--- src/rtl/present_core_if.sv ---
// present_core_if: request/result bundle for present_core.
interface present_core_if #(parameter int KEY_W = 80);
    logic             start;
    logic             mode;
    logic [63:0]      din;
    logic [KEY_W-1:0] key;
    logic             ready;
    logic             busy;
    logic [4:0]       cnt;
    logic [63:0]      dout;
    modport master (output start, mode, din, key, input ready, busy, cnt, dout);
    modport slave (input start, mode, din, key, output ready, busy, cnt, dout);
endinterface

--- src/rtl/present_core.sv ---
// present_core: iterative PRESENT-64 cipher, one round per cycle; define PRESENT_DEC_EN to add decryption.
module present_core #(
    parameter int KEY_W = 80
) (
    input logic           CK,
    input logic           RN,
    present_core_if.slave bus
);
    localparam logic [1:0] IDLE = 2'd0, KEYEXP = 2'd1, ROUND = 2'd2, DONE = 2'd3;
    localparam logic [63:0] SB = 64'h21748FE3DA09B65C;
    localparam int XP = (KEY_W == 80) ? 15 : 62;

    generate
        if (KEY_W != 80 && KEY_W != 128) begin : g_bad_key_w
            $error("present_core: KEY_W must be 80 or 128");
        end
    endgenerate

    function automatic logic [3:0] sb4(input logic [3:0] n, input logic [63:0] t);
        return t[{n, 2'b00} +: 4];
    endfunction

    function automatic logic [63:0] sub(input logic [63:0] x, input logic [63:0] t);
        logic [63:0] r;
        for (int i = 0; i < 16; i++) r[6'(4 * i) +: 4] = sb4(x[6'(4 * i) +: 4], t);
        return r;
    endfunction

    function automatic logic [63:0] perm(input logic [63:0] x);
        logic [63:0] r;
        r[63] = x[63];
        for (int i = 0; i < 63; i++) r[6'((16 * i) % 63)] = x[6'(i)];
        return r;
    endfunction

    logic [1:0]       st;
    logic [63:0]      state;
    logic [KEY_W-1:0] kreg;
    logic [KEY_W-1:0] kf;
    logic [4:0]       cnt;
    logic [63:0]      dout;
    logic             ready;
    logic             busy;
    logic [63:0]      rk;
    logic [63:0]      enc_next;

    assign busy     = (st == ROUND) || (st == KEYEXP);
    assign rk       = kreg[KEY_W-1 -: 64];
    assign enc_next = perm(sub(state ^ rk, SB));

    // forward schedule step: cnt is the index of the key being replaced
    always_comb begin
        kf = {kreg[KEY_W-62:0], kreg[KEY_W-1:KEY_W-61]};
        kf[KEY_W-1 -: 4] = sb4(kf[KEY_W-1 -: 4], SB);
        if (KEY_W == 128) kf[KEY_W-5 -: 4] = sb4(kf[KEY_W-5 -: 4], SB);
        kf[XP +: 5] = kf[XP +: 5] ^ cnt;
    end

`ifdef PRESENT_DEC_EN
    localparam logic [63:0] SBI = 64'hA970364BD21C8FE5;

    function automatic logic [63:0] iperm(input logic [63:0] x);
        logic [63:0] r;
        r[63] = x[63];
        for (int i = 0; i < 63; i++) r[6'(i)] = x[6'((16 * i) % 63)];
        return r;
    endfunction

    logic             md;
    logic [KEY_W-1:0] kt;
    logic [KEY_W-1:0] kb;
    logic [63:0]      dec_next;

    assign dec_next = sub(iperm(state ^ rk), SBI);

    always_comb begin
        kt = kreg;
        kt[XP +: 5] = kt[XP +: 5] ^ cnt;
        kt[KEY_W-1 -: 4] = sb4(kt[KEY_W-1 -: 4], SBI);
        if (KEY_W == 128) kt[KEY_W-5 -: 4] = sb4(kt[KEY_W-5 -: 4], SBI);
        kb = {kt[60:0], kt[KEY_W-1:61]};
    end
`else
    logic unused_mode;
    assign unused_mode = bus.mode;
`endif

    // ROUND with cnt==0 is the final whitening step in both directions
    always_ff @(posedge CK) begin
        if (!RN) begin
            st    <= IDLE;
            state <= '0;
            kreg  <= '0;
            cnt   <= '0;
            dout  <= '0;
            ready <= 1'b0;
`ifdef PRESENT_DEC_EN
            md    <= 1'b0;
`endif
        end else if (!busy) begin
            if (bus.start) begin
                state <= bus.din;
                kreg  <= bus.key;
                cnt   <= 5'd1;
                ready <= 1'b0;
`ifdef PRESENT_DEC_EN
                md    <= bus.mode;
                st    <= bus.mode ? KEYEXP : ROUND;
`else
                st    <= ROUND;
`endif
            end
        end else if (st == ROUND) begin
            if (cnt == 5'd0) begin
                dout  <= state ^ rk;
                ready <= 1'b1;
                st    <= DONE;
            end
`ifdef PRESENT_DEC_EN
            else if (md) begin
                state <= dec_next;
                kreg  <= kb;
                cnt   <= cnt - 5'd1;
            end
`endif
            else begin
                state <= enc_next;
                kreg  <= kf;
                cnt   <= cnt + 5'd1;
            end
        end
`ifdef PRESENT_DEC_EN
        else begin
            kreg <= kf;
            cnt  <= (cnt == 5'd31) ? cnt : cnt + 5'd1;
            st   <= (cnt == 5'd31) ? ROUND : KEYEXP;
        end
`endif
    end

    assign bus.ready = ready;
    assign bus.busy  = busy;
    assign bus.cnt   = cnt;
    assign bus.dout  = dout;
endmodule

--- src/flat_wrapper.sv ---
// flat-port wrapper written by rule: the top's interface ports become plain ports
module present_core_flat 
#(
    parameter int KEY_W = 80
)
  (CK, RN, bus_start, bus_mode, bus_din, bus_key, bus_ready, bus_busy, bus_cnt, bus_dout);
  present_core_if #(.KEY_W(KEY_W)) bus_i ();
  input logic CK;
  input logic RN;
  input wire logic [$bits(bus_i.start)-1:0] bus_start;
  input wire logic [$bits(bus_i.mode)-1:0] bus_mode;
  input wire logic [$bits(bus_i.din)-1:0] bus_din;
  input wire logic [$bits(bus_i.key)-1:0] bus_key;
  output wire logic [$bits(bus_i.ready)-1:0] bus_ready;
  output wire logic [$bits(bus_i.busy)-1:0] bus_busy;
  output wire logic [$bits(bus_i.cnt)-1:0] bus_cnt;
  output wire logic [$bits(bus_i.dout)-1:0] bus_dout;
  assign bus_i.start = bus_start;
  assign bus_i.mode = bus_mode;
  assign bus_i.din = bus_din;
  assign bus_i.key = bus_key;
  assign bus_ready = bus_i.ready;
  assign bus_busy = bus_i.busy;
  assign bus_cnt = bus_i.cnt;
  assign bus_dout = bus_i.dout;
  present_core #(.KEY_W(KEY_W)) u_core (.CK(CK), .RN(RN), .bus(bus_i));
endmodule
--- config.mk ---
export PLATFORM = sky130hd
export DESIGN_NAME = present_core_flat
export DESIGN_NICKNAME = d
export VERILOG_FILES = /design/src/rtl/present_core_if.sv /design/src/rtl/present_core.sv /design/src/flat_wrapper.sv
export SDC_FILE = /design/constraint.sdc
export NUM_CORES = 1
export LEC_CHECK = 0
export BUFFER_PORTS_ARGS = -buffer_cell sky130_fd_sc_hd__buf_4
export CORE_UTILIZATION = 40
export CTS_CLUSTER_SIZE = 10
export DETAILED_ROUTE_END_ITERATION = 10
export GPL_ROUTABILITY_DRIVEN = 0
export HOLD_SLACK_MARGIN = 0.1
export PLACE_DENSITY = 0.72
export SETUP_SLACK_MARGIN = 0.02
export SLEW_MARGIN = 30
export SYNTH_ARGS = -nofsm -noshare
export SYNTH_HDL_FRONTEND = slang
export SYNTH_SLANG_ARGS = --single-unit
--- constraint.sdc ---
create_clock -name CK -period 2 [get_ports CK]
set_input_delay 0.2 -clock CK [delete_from_list [all_inputs] [get_ports CK]]
set_output_delay 0.2 -clock CK [all_outputs]
set_load 0.005 [all_outputs]
# Word level (Yosys, flattened, before mapping)

Index checks and enable logic that the tools add are counted.

Latch bits: 0
Flip-flop bits (word level): 216
Word-level logic and storage cells: 49
Output and inout port bits: 71
Memory bits (read-only): 0
Memories kept: 0
Memory bits (writable): 0

Reduce and logical (&&, ||, !) cells: 6
Bitwise operators: 2
Equality and inequality tests: 5
Shifts and indexed selects: 9
$mul: 0
Muxes and demuxes: 20
Add/sub/neg operators: 1
Order comparisons: 0
Divide/modulo/power cells: 0

Operator list:

| cell                                                                         | number |
|---|---|
| 64-bit by 7-bit variable part select with 2-bit output, first input constant | 8 |
| 80-bit two-way mux                                                           | 4 |
| 64-bit two-way mux                                                           | 3 |
| 64-bit by 7-bit variable part select with 4-bit output, first input constant | 1 |
| 64-bit XOR                                                                   | 1 |
| 24-bit two-way mux                                                           | 1 |
| 5-bit two-way mux                                                            | 4 |
| 3-bit AND reduction                                                          | 3 |
| 2-bit two-way mux                                                            | 4 |
| 5-bit by 1-bit adder with 5-bit output, second input constant                | 1 |
| 5-bit logical NOT                                                            | 1 |
| 5-bit XOR                                                                    | 1 |
| 1-bit two-way mux                                                            | 4 |
| 2-bit by 1-bit != test with 1-bit output, second input constant              | 2 |
| 2-bit by 1-bit equality test with 1-bit output, second input constant        | 1 |
| 2-bit equality test, second input constant                                   | 1 |
| 2-bit != test, second input constant                                         | 1 |
| 2-bit nonzero test                                                           | 1 |
| 1-bit logical OR                                                             | 1 |

# Depth between registers and ports, before layout

Gate-level depths: netlist of run 1.

Depth in word-level cells: 5
Gate-level depth with buffers: 9
Mapped depth without buffers: 8

# Least setup slack after synthesis of run 1

OpenSTA, ideal clock, no wires.

Kind: reg-to-reg
From: reg u_core.st[0]
To: reg u_core.state[54]
Arrival: 1.806 ns
Library setup time: 0.070 ns
Period minus slack after synthesis: 1.876 ns
Path buffers: 2
Setup slack: 0.124 ns
Stages on the path, launching flop included: 9
Path through: dfxtp_1 -> inv_1 -> ha_1 -> nand2b_1 -> o221a_2 -> buf_2 -> buf_1 -> nand3_1 -> a21boi_1

Cells in the longest elaborated chain, start to end: 4
Elaborated cells between the ends (all ways): 8
Classes of those cells: eq/ne (4); mux (1); reduce/logical (3)

Ends and longest elaborated chain:

| element                                                                               | line                                    | source |
|---|---|---|
| from (decl)                                                                           | present_core.sv:36                      | `logic [1:0] st;` |
| from (signal assigned)                                                                | present_core.sv:91                      | `st <= IDLE;` |
| from (signal assigned)                                                                | present_core.sv:110                     | `st <= ROUND;` |
| from (signal assigned)                                                                | present_core.sv:117                     | `st <= DONE;` |
| 2-bit equality test or 2-bit by 1-bit equality test with 1-bit output (tied branches) | present_core.sv:47, present_core.sv:113 |  |
| 1-bit logical OR                                                                      | present_core.sv:47                      | `assign busy = (st == ROUND) \|\| (st == KEYEXP);` |
| 2-bit != test (no source line), or another cell as far along                          | -                                       |  |
| 3-bit AND reduction (no source line)                                                  | -                                       |  |
| to (signal assigned)                                                                  | present_core.sv:102                     | `state <= bus.din;` |
| to (signal assigned)                                                                  | present_core.sv:127                     | `state <= enc_next;` |
| to (decl)                                                                             | present_core.sv:37                      | `logic [63:0] state;` |

Parallel ways exist; a longest one is shown, timed or not.
A chain may end at the register's enable or synchronous reset.

# Final worst setup path of run 1

From: reg u_core.cnt[4] (netlist: u_core.bus.cnt[4])
To: reg u_core.state[4]

Cells in the longest elaborated chain, start to end: 3

Ends and longest elaborated chain:

| element                              | line                | source |
|---|---|---|
| from (decl)                          | present_core.sv:40  | `logic [4:0] cnt;` |
| from (signal assigned)               | present_core.sv:129 | `cnt <= cnt + 5'd1;` |
| 5-bit logical NOT                    | present_core.sv:114 | `if (cnt == 5'd0) begin` |
| 2-bit != test (no source line)       | -                   |  |
| 3-bit AND reduction (no source line) | -                   |  |

Every way passes these cells.

==> impl_metrics.env, run 1 <==
export IMPL_start_util=0.411
export IMPL_min_period_over_period=0.970
export IMPL_synth_edff_count=0
export IMPL_drt_first_pass_iters=5
export IMPL_rsz0062_at_grt="true"
export IMPL_ys_types=45
export IMPL_grt_pass1_vias=9409
export IMPL_setup_viol=0
export IMPL_path_cells="or3_4 > buf_4 > o221a_4 > buf_4 > buf_4 > o21ai_0 > a21oi_1"
export IMPL_io_buffers=217
export IMPL_met3_length_mm=1.74
export IMPL_final_util=0.588
export IMPL_postRouteAntennaNets=0
export IMPL_cts_made_buffers=25
export IMPL_syn_to_final_growth_pct=42.9
export IMPL_htree_levels=1
export IMPL_clock_path_buffers=3
export IMPL_drt_met1_wl_mm=15.0
export IMPL_tightest_slew_ps=529
export IMPL_drc=0
export IMPL_vias=9835
export IMPL_final_common_cell="buf_4"
export IMPL_track_usage=0.250
export IMPL_grt_ovfl_total=0
export IMPL_hp_class="input port to register"
export IMPL_synthArstFlopShare=0
export IMPL_drtIter0Drc=727
export IMPL_max_freq_ghz=0.516
export IMPL_cts_sinks=215
export IMPL_path_clk_slew_ps=60
export IMPL_cp_start_kind="register"
export IMPL_whs_path_depth=4
export IMPL_hold_violations=0
export IMPL_ir_worst_vdd_mv=1.05
export IMPL_synth_area_sq_um=10400
export IMPL_slew_violations=0
export IMPL_wl_met2_mm=17.3
export IMPL_yosysSeqAreaShare=0.413
export IMPL_die_h_um=163
export IMPL_tritoncts="done"
export IMPL_cp_max_fo=10
export IMPL_antenna_found_initial=2
export IMPL_tns_ps=0
export IMPL_grt_max_degree=68
export IMPL_avgViaCountPerCell=5.45
export IMPL_r2r_start="u_core.bus.cnt[4]"
export IMPL_hold_end="u_core.kreg[0]"
export IMPL_max_stage_delay_ps=430
export IMPL_synth_cells=1114
export IMPL_num_io_pins=219
export IMPL_critPathTopFamily="compound AO/OA/AOI/OAI gates"
export IMPL_coreArea_sq_um=25300
export IMPL_critPathArrivalTime_ps=2340
export IMPL_min_delay_start="bus_key[0]"
export IMPL_crit_path_end_kind="register"
export IMPL_root_buffer="clkbuf_16"
export IMPL_crit_required_ps=2400
export IMPL_dp_cells=1621
export IMPL_crit_buf_inv=3
export IMPL_period_needed_ps=1940
export IMPL_placed_area_sq_um=12600
export IMPL_synth_nets=1283
export IMPL_wire_per_inst_um=19.7
export IMPL_fin_hold_ws_ps=95.0
export IMPL_rr_worst_depth=7
export IMPL_rrSetupSlack_ps=60
export IMPL_grt_pass1_wl_mm=51.8
export IMPL_drive_above_1_share=0.229
export IMPL_slowest_stage="or3_4"
export IMPL_syn_avg_cell_area_sq_um=9.35
export IMPL_cp_num_cells=7
export IMPL_clock_skew_ps=8.33
export IMPL_worst_setup_path_type="register to register"
export IMPL_clock_latency_ps=520
export IMPL_stdcell_area_sq_um=14900
export IMPL_yosysWarnings=0
export IMPL_fin_nets=1641
export IMPL_leakage_nw=7.65
export IMPL_die_w_um=163
export IMPL_synth_seq_cells=215
export IMPL_die_area_sq_um=26700
export IMPL_wirelength_mm=35.5
export IMPL_critPathMostFrequentCell="buf_4"
export IMPL_synth_flop_cell="dfxtp_1"
export IMPL_drv_cap=0
export IMPL_status="complete, no violations"
export IMPL_placementRows=58
export IMPL_relSlewSlack=0.645
export IMPL_r2r_end="u_core.state[4]"
export IMPL_power_density_nw_per_um2=1750
export IMPL_hpwl_mm=22.8
export IMPL_post_layout_nonfiller_instances=1805
export IMPL_layout_common_cells="buf_4 (268), dfxtp_1 (214), nand2_1 (213), o211a_1 (129), dlygate4sd3_1 (128)"
export IMPL_top_layer="met4"
-- power by group --
group | total, W | internal, W | leakage (nW) | switching (W)
sequential | 0.00774 | 0.00601 | 1.77 | 0.00173
clock | 0.00389 | 0.00220 | 0.314 | 0.00169
combinational | 0.0144 | 0.00696 | 5.57 | 0.00742
total | 0.0260 | 0.0152 | 7.65 | 0.0108
-- metrics by stage --
step	setup slack (ps)	power [W]
6_report	60.5	0.0260
5_1_grt	-4.62	0.0276
4_1_cts	30.9	0.0253
3_3_place_gp	59.5	0.0203
3_5_place_dp	-2.16	0.0206
2_1_floorplan	124	0.0161
-- synthesized netlist by cell type, drive strengths merged, types with 6 or more instances --
| cell type | number | area (sq um) |
|---|---|---|
| o211a | 129 | 1290 |
| ha | 21 | 263 |
| a211oi | 6 | 45.0 |
| mux2i | 80 | 801 |
| buf | 58 | 375 |
| o21ai | 32 | 160 |
| xnor2 | 64 | 561 |
| nand2 | 214 | 803 |
| a21oi | 24 | 128 |
| a31oi | 6 | 37.5 |
| nand3 | 56 | 280 |
| inv | 23 | 86.3 |
| dfxtp | 215 | 4300 |
| nor2b | 7 | 43.8 |
| a21boi | 56 | 420 |
| o211ai | 16 | 125 |
| nor2 | 20 | 91.3 |
| clkbuf | 33 | 124 |
| xor2 | 21 | 184 |
-- tightest hold or removal path: cells and delay by family --
kind | cells | cell delay, ps
AOI/OAI and AO/OA | 1 | 130
muxes | 1 | 90
buffers and inverters | 1 | 80
and+or+nand+nor | 1 | 80
-- flip-flops by register name (all words and copies together) (netlist names) --
register and flops:
u_core.kreg 80, u_core.bus.dout 64, u_core.state 64, u_core.bus.cnt 5, u_core.st 2
-- metal layers --
metal  vias to the layer above  global-route usage
li1                       4629                   -
met1                      4766               0.315
met2                       343               0.427
met3                        97              0.0274
met4                         0               0.109
met5                         -                   0
-- logic make-up after synthesis --
group,after synthesis,share of synthesized area
adders and majority gates,21,0.0252
AOI/OAI and AO/OA,286,0.226
xor gates and xnor gates,85,0.0715
muxes,83,0.0823
DFF,215,0.413
buffers and inverters,114,0.0562
and+or+nand+nor,310,0.125
-- worst max path at each step --
stage / start / endpoint
CTS: u_core.st[0] / bus_busy
finish: u_core.bus.cnt[4] / u_core.state[4]
global route: u_core.bus.cnt[4] / u_core.state[5]
detailed placement: u_core.st[0] / u_core.state[38]
floorplan: u_core.st[0] / u_core.state[54]
global placement: u_core.st[0] / u_core.kreg[41]
-- timing repair --
| action | CTS | global route |
|---|---|---|
| resized for setup | 2 | 9 |
| endpoints found under the setup margin | 26 | 67 |
| hold endpoints to repair | 131 | 0 |
| pin swaps | 2 | 2 |
| setup buffers | 6 | 13 |
| gates cloned | 3 | 4 |
| hold buffers | 128 | 0 |
-- layout make-up --
class | instances | area [sq um]
diodes | 2 | 5.00
clock buffers | 27 | 633
clock inverters | 1 | 5.00
fillers | 2053 | 10400
inverters | 23 | 90.1
multi-input cells | 786 | 5600
flip-flops and latches | 215 | 4310
well taps | 330 | 413
repair buffers | 421 | 3840
Power figures use the tool's default switching activity.
==> run 2, diff against run 1 <==
--- a/config.mk
+++ b/config.mk
@@ -12,7 +12,7 @@
 export GPL_ROUTABILITY_DRIVEN = 0
 export HOLD_SLACK_MARGIN = 0.1
 export PLACE_DENSITY = 0.72
-export SETUP_SLACK_MARGIN = 0.02
+export SETUP_SLACK_MARGIN = 0.2
 export SLEW_MARGIN = 30
 export SYNTH_ARGS = -nofsm -noshare
 export SYNTH_HDL_FRONTEND = slang
==> run 2 against run 1 <==
Effect of this change: clock skew up 0.55 ps; critical path depth increased by 1; global-route usage is 0.36 points lower; sequential share of layout area decreased by 2.0 points; total power is 14% higher; fmax rose by 0.87%; non-clock buffer count increased by 51; sequential cell count did not move; clock power is 8.7% higher; final cell count up 3.2%; sequential power is 0.9% higher; critical path type unchanged; highest routed layer unchanged.
==> impl_metrics.env, run 2 (synthesis gave the netlist of run 1 again) <==
export IMPL_status="complete, no violations"
export IMPL_path_clk_slew_ps=60
export IMPL_avgViaCountPerCell=5.53
export IMPL_slew_violations=0
export IMPL_grt_max_degree=69
export IMPL_coreArea_sq_um=25300
export IMPL_die_area_sq_um=26700
export IMPL_wire_per_inst_um=21.2
export IMPL_cp_start_kind="register"
export IMPL_htree_levels=1
export IMPL_period_needed_ps=1920
export IMPL_root_buffer="clkbuf_16"
export IMPL_fin_nets=1692
export IMPL_die_w_um=163
export IMPL_vias=10300
export IMPL_clock_path_buffers=3
export IMPL_antenna_found_initial=3
export IMPL_critPathArrivalTime_ps=2370
export IMPL_rsz0062_at_grt="true"
export IMPL_switching_power_w=0.0123
export IMPL_tightest_slew_ps=570
export IMPL_crit_path_end_kind="register"
export IMPL_max_freq_ghz=0.520
export IMPL_drtIter0Drc=798
export IMPL_hp_class="input port to register"
export IMPL_hold_violations=0
export IMPL_tritoncts="done"
export IMPL_grt_pass1_wl_mm=51.0
export IMPL_largest_register="u_core.kreg"
export IMPL_leakage_nw=8.14
export IMPL_fin_hold_ws_ps=115
export IMPL_comb_power_share=0.593
export IMPL_track_usage=0.246
export IMPL_swShare=0.415
export IMPL_setup_viol=0
export IMPL_nFillCells=1902
export IMPL_relSlewSlack=0.617
export IMPL_clock_latency_ps=530
export IMPL_min_period_over_period=0.961
export IMPL_largest_register_ffs=80
export IMPL_power_frac_clock=0.143
export IMPL_syn_to_final_growth_pct=54.1
export IMPL_wirelength_mm=39.5
export IMPL_intPower_w=0.0173
export IMPL_cts_made_buffers=26
export IMPL_io_buffers=217
export IMPL_clock_skew_ps=8.88
export IMPL_start_util=0.411
export IMPL_postRouteAntennaNets=0
export IMPL_grt_pass1_vias=9496
export IMPL_cp_max_fo=16
export IMPL_drc=0
export IMPL_stdcell_area_sq_um=16000
export IMPL_hpwl_mm=22.7
export IMPL_ir_worst_vdd_mv=0.991
export IMPL_layout_common_cells="buf_4 (266), dfxtp_1 (206), nand2_1 (189), dlygate4sd3_1 (138), o211a_1 (129)"
export IMPL_die_h_um=163
export IMPL_grt_ovfl_total=0
export IMPL_seqPwrFrac=0.264
export IMPL_drive_above_1_share=0.283
export IMPL_drt_first_pass_iters=6
export IMPL_final_common_cell="buf_4"
export IMPL_largest_registers="u_core.kreg x80, u_core.bus.dout x64, u_core.state x64"
export IMPL_drv_cap=0
export IMPL_crit_required_ps=2450
export IMPL_worst_setup_path_type="register to register"
export IMPL_placed_area_sq_um=12600
export IMPL_cts_sinks=215
export IMPL_num_io_pins=219
export IMPL_power_density_nw_per_um2=1840
export IMPL_placementRows=58
## run 2: area by class of cell
type | count | area [sq um] | share of cell area
repair buffers | 472 | 4730 | 0.295
clock buffers | 32 | 703 | 0.0438
well taps | 330 | 413 | 0.0257
flip-flops and latches | 215 | 4320 | 0.269
diodes | 3 | 7.51 | 0.000468
multi-input cells | 785 | 5760 | 0.359
inverters | 23 | 90.1 | 0.00561
clock inverters | 3 | 26.3 | 0.00164
## run 2: worst paths after layout
check                                 startpoint                to  slack, ps  cells past startpoint
worst min register to register  u_core.state[62]  u_core.state[62]        460                      2
worst max register to register      u_core.st[0]  u_core.state[42]         80                      8
worst max-delay path                u_core.st[0]  u_core.state[42]         80                      8
worst min-delay path                  bus_key[0]    u_core.kreg[0]        110                      4
## run 2: stage by stage
stage	setup WS [ps]	total power (W)	std cells	utilization	TNS [ps]
final	77.2	0.0296	1863	0.634	0
after global routing	-8.45	0.0311	1863	0.634	-8.45
after CTS	136	0.0255	1800	0.583	0
after detailed placement	52.2	0.0206	1625	0.496	0
after global placement	92.1	0.0202	1625	0.496	0
after floorplan	203	0.0161	1114	-	0
## run 2: what timing repair did
action | in CTS | in global routing
endpoints found under the hold margin | 142 | 3
gates resized for setup | 16 | 103
cloned | 0 | 34
hold buffers | 135 | 3
buffers inserted | 5 | 23
pin swaps | 2 | 12
endpoints found under the setup margin | 146 | 176
## run 2: critical path, stage by stage, from the launching register on
cell	delay [ps]
dfxtp_2	320
buf_4	130
ha_1	210
inv_2	110
o221a_4	380
clkbuf_16	240
buf_16	150
nand3_1	110
a21boi_1	190
## run 2: power groups by stage
stage	registers (W)	logic [W]	clock network (W)
global placement	0.00768	0.0126	0
finish	0.00781	0.0175	0.00423
CTS	0.00764	0.0136	0.00428
detailed placement	0.00771	0.0129	0
floorplan	0.00714	0.00899	0
global route	0.00792	0.0187	0.00446
## run 2: metal layers
layer / share of wire / vias to the layer above / GRT usage / wire (um)
li1: - / 4731 / - / -
met5: 0 / - / 0 / 0
met1: 0.40 / 4927 / 0.311 / 16000
met2: 0.48 / 527 / 0.412 / 18800
met4: 0.046 / 0 / 0.117 / 1840
met3: 0.073 / 124 / 0.0328 / 2890
==> run 3, diff against run 2 <==
--- a/config.mk
+++ b/config.mk
@@ -6,6 +6,8 @@
 export NUM_CORES = 1
 export LEC_CHECK = 0
 export BUFFER_PORTS_ARGS = -buffer_cell sky130_fd_sc_hd__buf_4
+export CAP_MARGIN = 20
+export CORE_ASPECT_RATIO = 0.6
 export CORE_UTILIZATION = 40
 export CTS_CLUSTER_SIZE = 10
 export DETAILED_ROUTE_END_ITERATION = 10
==> constraint.sdc (replaced) <==
create_clock -name CK -period 2.1 [get_ports CK]
set_input_delay 0.21 -clock CK [delete_from_list [all_inputs] [get_ports CK]]
set_output_delay 0.21 -clock CK [all_outputs]
set_load 0.005 [all_outputs]
==> run 3 against run 2 <==
Effect of this change: sequential share of layout area up 2.0 points; clock skew increased by 7.1 ps; critical path depth fell by 2; design area fell by 6.9%; die area is essentially flat; register-to-register slack gained 150 ps; final cell count is 2.3% lower; count of clock-buffer cells in the layout shrank 3; total power down 15%; worst setup slack improved by 120 ps; clock power decreased by 11%; critical endpoint is now bus_busy; non-clock buffer count is 60 lower.
==> impl_metrics.env, run 3 (synthesis gave the netlist of run 1 again) <==
export IMPL_status="complete, no violations"
export IMPL_drc=0
export IMPL_critPathArrivalTime_ps=1690
export IMPL_slowest_stage="dfxtp_2"
export IMPL_grt_max_degree=69
export IMPL_clock_skew_ps=15.9
export IMPL_wire_per_inst_um=20.1
export IMPL_coreArea_sq_um=25400
export IMPL_cts_made_buffers=25
export IMPL_tns_ps=0
export IMPL_cts_sinks=215
export IMPL_tightest_slew_ps=556
export IMPL_stdcell_area_sq_um=14900
export IMPL_grt_ovfl_total=0
export IMPL_drtIter0Drc=710
export IMPL_vias=9675
export IMPL_grt_use_met2=0.371
export IMPL_relSlewSlack=0.627
export IMPL_htree_levels=1
export IMPL_path_clk_slew_ps=50
export IMPL_postRouteAntennaNets=0
export IMPL_grt_util_met3=0.0489
export IMPL_grt_pass1_wl_mm=51.3
export IMPL_min_period_over_period=0.906
export IMPL_rsz0062_at_grt="true"
export IMPL_start_util=0.409
export IMPL_die_h_um=127
export IMPL_power_density_nw_per_um2=1680
export IMPL_crit_required_ps=1890
export IMPL_hold_violations=0
export IMPL_die_w_um=210
export IMPL_track_usage=0.249
export IMPL_path_cells="inv_2 > ha_4 > buf_12 > clkinvlp_4 > buf_12 > buf_6"
export IMPL_max_stage_delay_ps=350
export IMPL_ir_worst_vdd_mv=0.814
export IMPL_cp_start_kind="register"
export IMPL_worst_setup_path_type="register to output port"
export IMPL_layout_common_cells="buf_4 (252), nand2_1 (214), dfxtp_1 (207), o211a_1 (129), dlygate4sd3_1 (125)"
export IMPL_hpwl_mm=23.8
export IMPL_io_buffers=217
export IMPL_num_io_pins=219
export IMPL_crit_buf_inv=5
export IMPL_final_util=0.587
export IMPL_avgViaCountPerCell=5.31
export IMPL_dp_cells=1633
export IMPL_leakage_nw=7.63
export IMPL_die_area_sq_um=26700
export IMPL_largest_registers="u_core.kreg x80, u_core.bus.dout x64, u_core.state x64"
export IMPL_clock_latency_ps=520
export IMPL_clock_path_buffers=3
export IMPL_drive_above_1_share=0.234
export IMPL_post_layout_nonfiller_instances=1821
export IMPL_met1_usage=0.364
export IMPL_drv_cap=0
export IMPL_critPathMostFrequentCell="buf_12"
export IMPL_setup_viol=0
export IMPL_grt_pass1_vias=9045
export IMPL_drt_first_pass_iters=6
export IMPL_slew_violations=0
export IMPL_largest_register_ffs=80
export IMPL_hp_class="input port to register"
export IMPL_busiest_layer="met2"
export IMPL_wirelength_mm=36.7
export IMPL_placementRows=45
export IMPL_critPathTopFamily="buffers and inverters"
export IMPL_antenna_found_initial=7
export IMPL_cp_max_fo=7
export IMPL_period_needed_ps=1900
export IMPL_fin_nets=1631
export IMPL_final_common_cell="buf_4"
export IMPL_syn_to_final_growth_pct=43.4
export IMPL_placed_area_sq_um=12500
export IMPL_crit_path_end_kind="output port"
export IMPL_largest_register="u_core.kreg"
export IMPL_tritoncts="done"
export IMPL_root_buffer="clkbuf_16"
export IMPL_max_freq_ghz=0.526
-- run 3: changes by cell type in the layout (fill, tap and decap cells not counted), moves of 10 or more --
cell           previous run  this run
nand2_1                 189       214
buf_12                   19         9
clkbuf_16                47        35
nand2_2                  22         0
buf_4                   266       252
dlygate4sd3_1           138       125
a21boi_0                  1        12
a21boi_1                 54        44
-- run 3: final cells by class --
| type | instances | area, sq um |
|---|---|---|
| diodes | 5 | 12.5 |
| repair buffers | 412 | 3830 |
| flip-flops and latches | 215 | 4310 |
| inverters | 23 | 90.1 |
| well taps | 352 | 440 |
| multi-input cells | 785 | 5600 |
| clock buffers | 29 | 651 |
| fillers | 2174 | 10500 |
-- run 3: repair_timing --
action	in CTS	in global routing
buffers inserted	5	11
hold buffers	125	0
endpoints found under the hold margin	125	0
pin swaps	0	5
setup endpoints to repair	91	181
gates cloned	1	12
gates resized for setup	9	27
-- run 3: path summary, 6_finish.rpt --
path,cells past startpoint,slack (ps),startpoint,to
max,6,200,u_core.st[0],bus_busy
min,4,100,bus_key[4],u_core.kreg[4]
max reg2reg,7,230,u_core.bus.cnt[4],u_core.bus.dout[26]
min reg2reg,2,460,u_core.state[35],u_core.state[35]
-- run 3: worst min-delay path, cell delays in order --
cell     delay, ps
buf_4           80
mux2i_1         90
nand2_1         80
o211a_1        140
-- run 3: metal layers --
metal / routed length [um] / up-vias / share of wire
li1: - / 4601 / -
met1: 17800 / 4669 / 0.49
met2: 15600 / 345 / 0.43
met3: 2470 / 56 / 0.067
met4: 730 / 4 / 0.020
met5: 24 / - / 0.00065
-- run 3: power breakdown --
part	switching [W]	internal, W
clock network	0.00164	0.00214
registers	0.00176	0.00573
logic	0.00731	0.00657
total	0.0107	0.0144
-- run 3: stage by stage --
stage | total power (W) | hold WS, ps | worst slack [ps]
floorplan | 0.0153 | 370 | 224
detailed placement | 0.0196 | 456 | 108
global placement | 0.0192 | 448 | 128
finish | 0.0251 | 100 | 198
global route | 0.0267 | 104 | 142
CTS | 0.0240 | 102 | 93.8
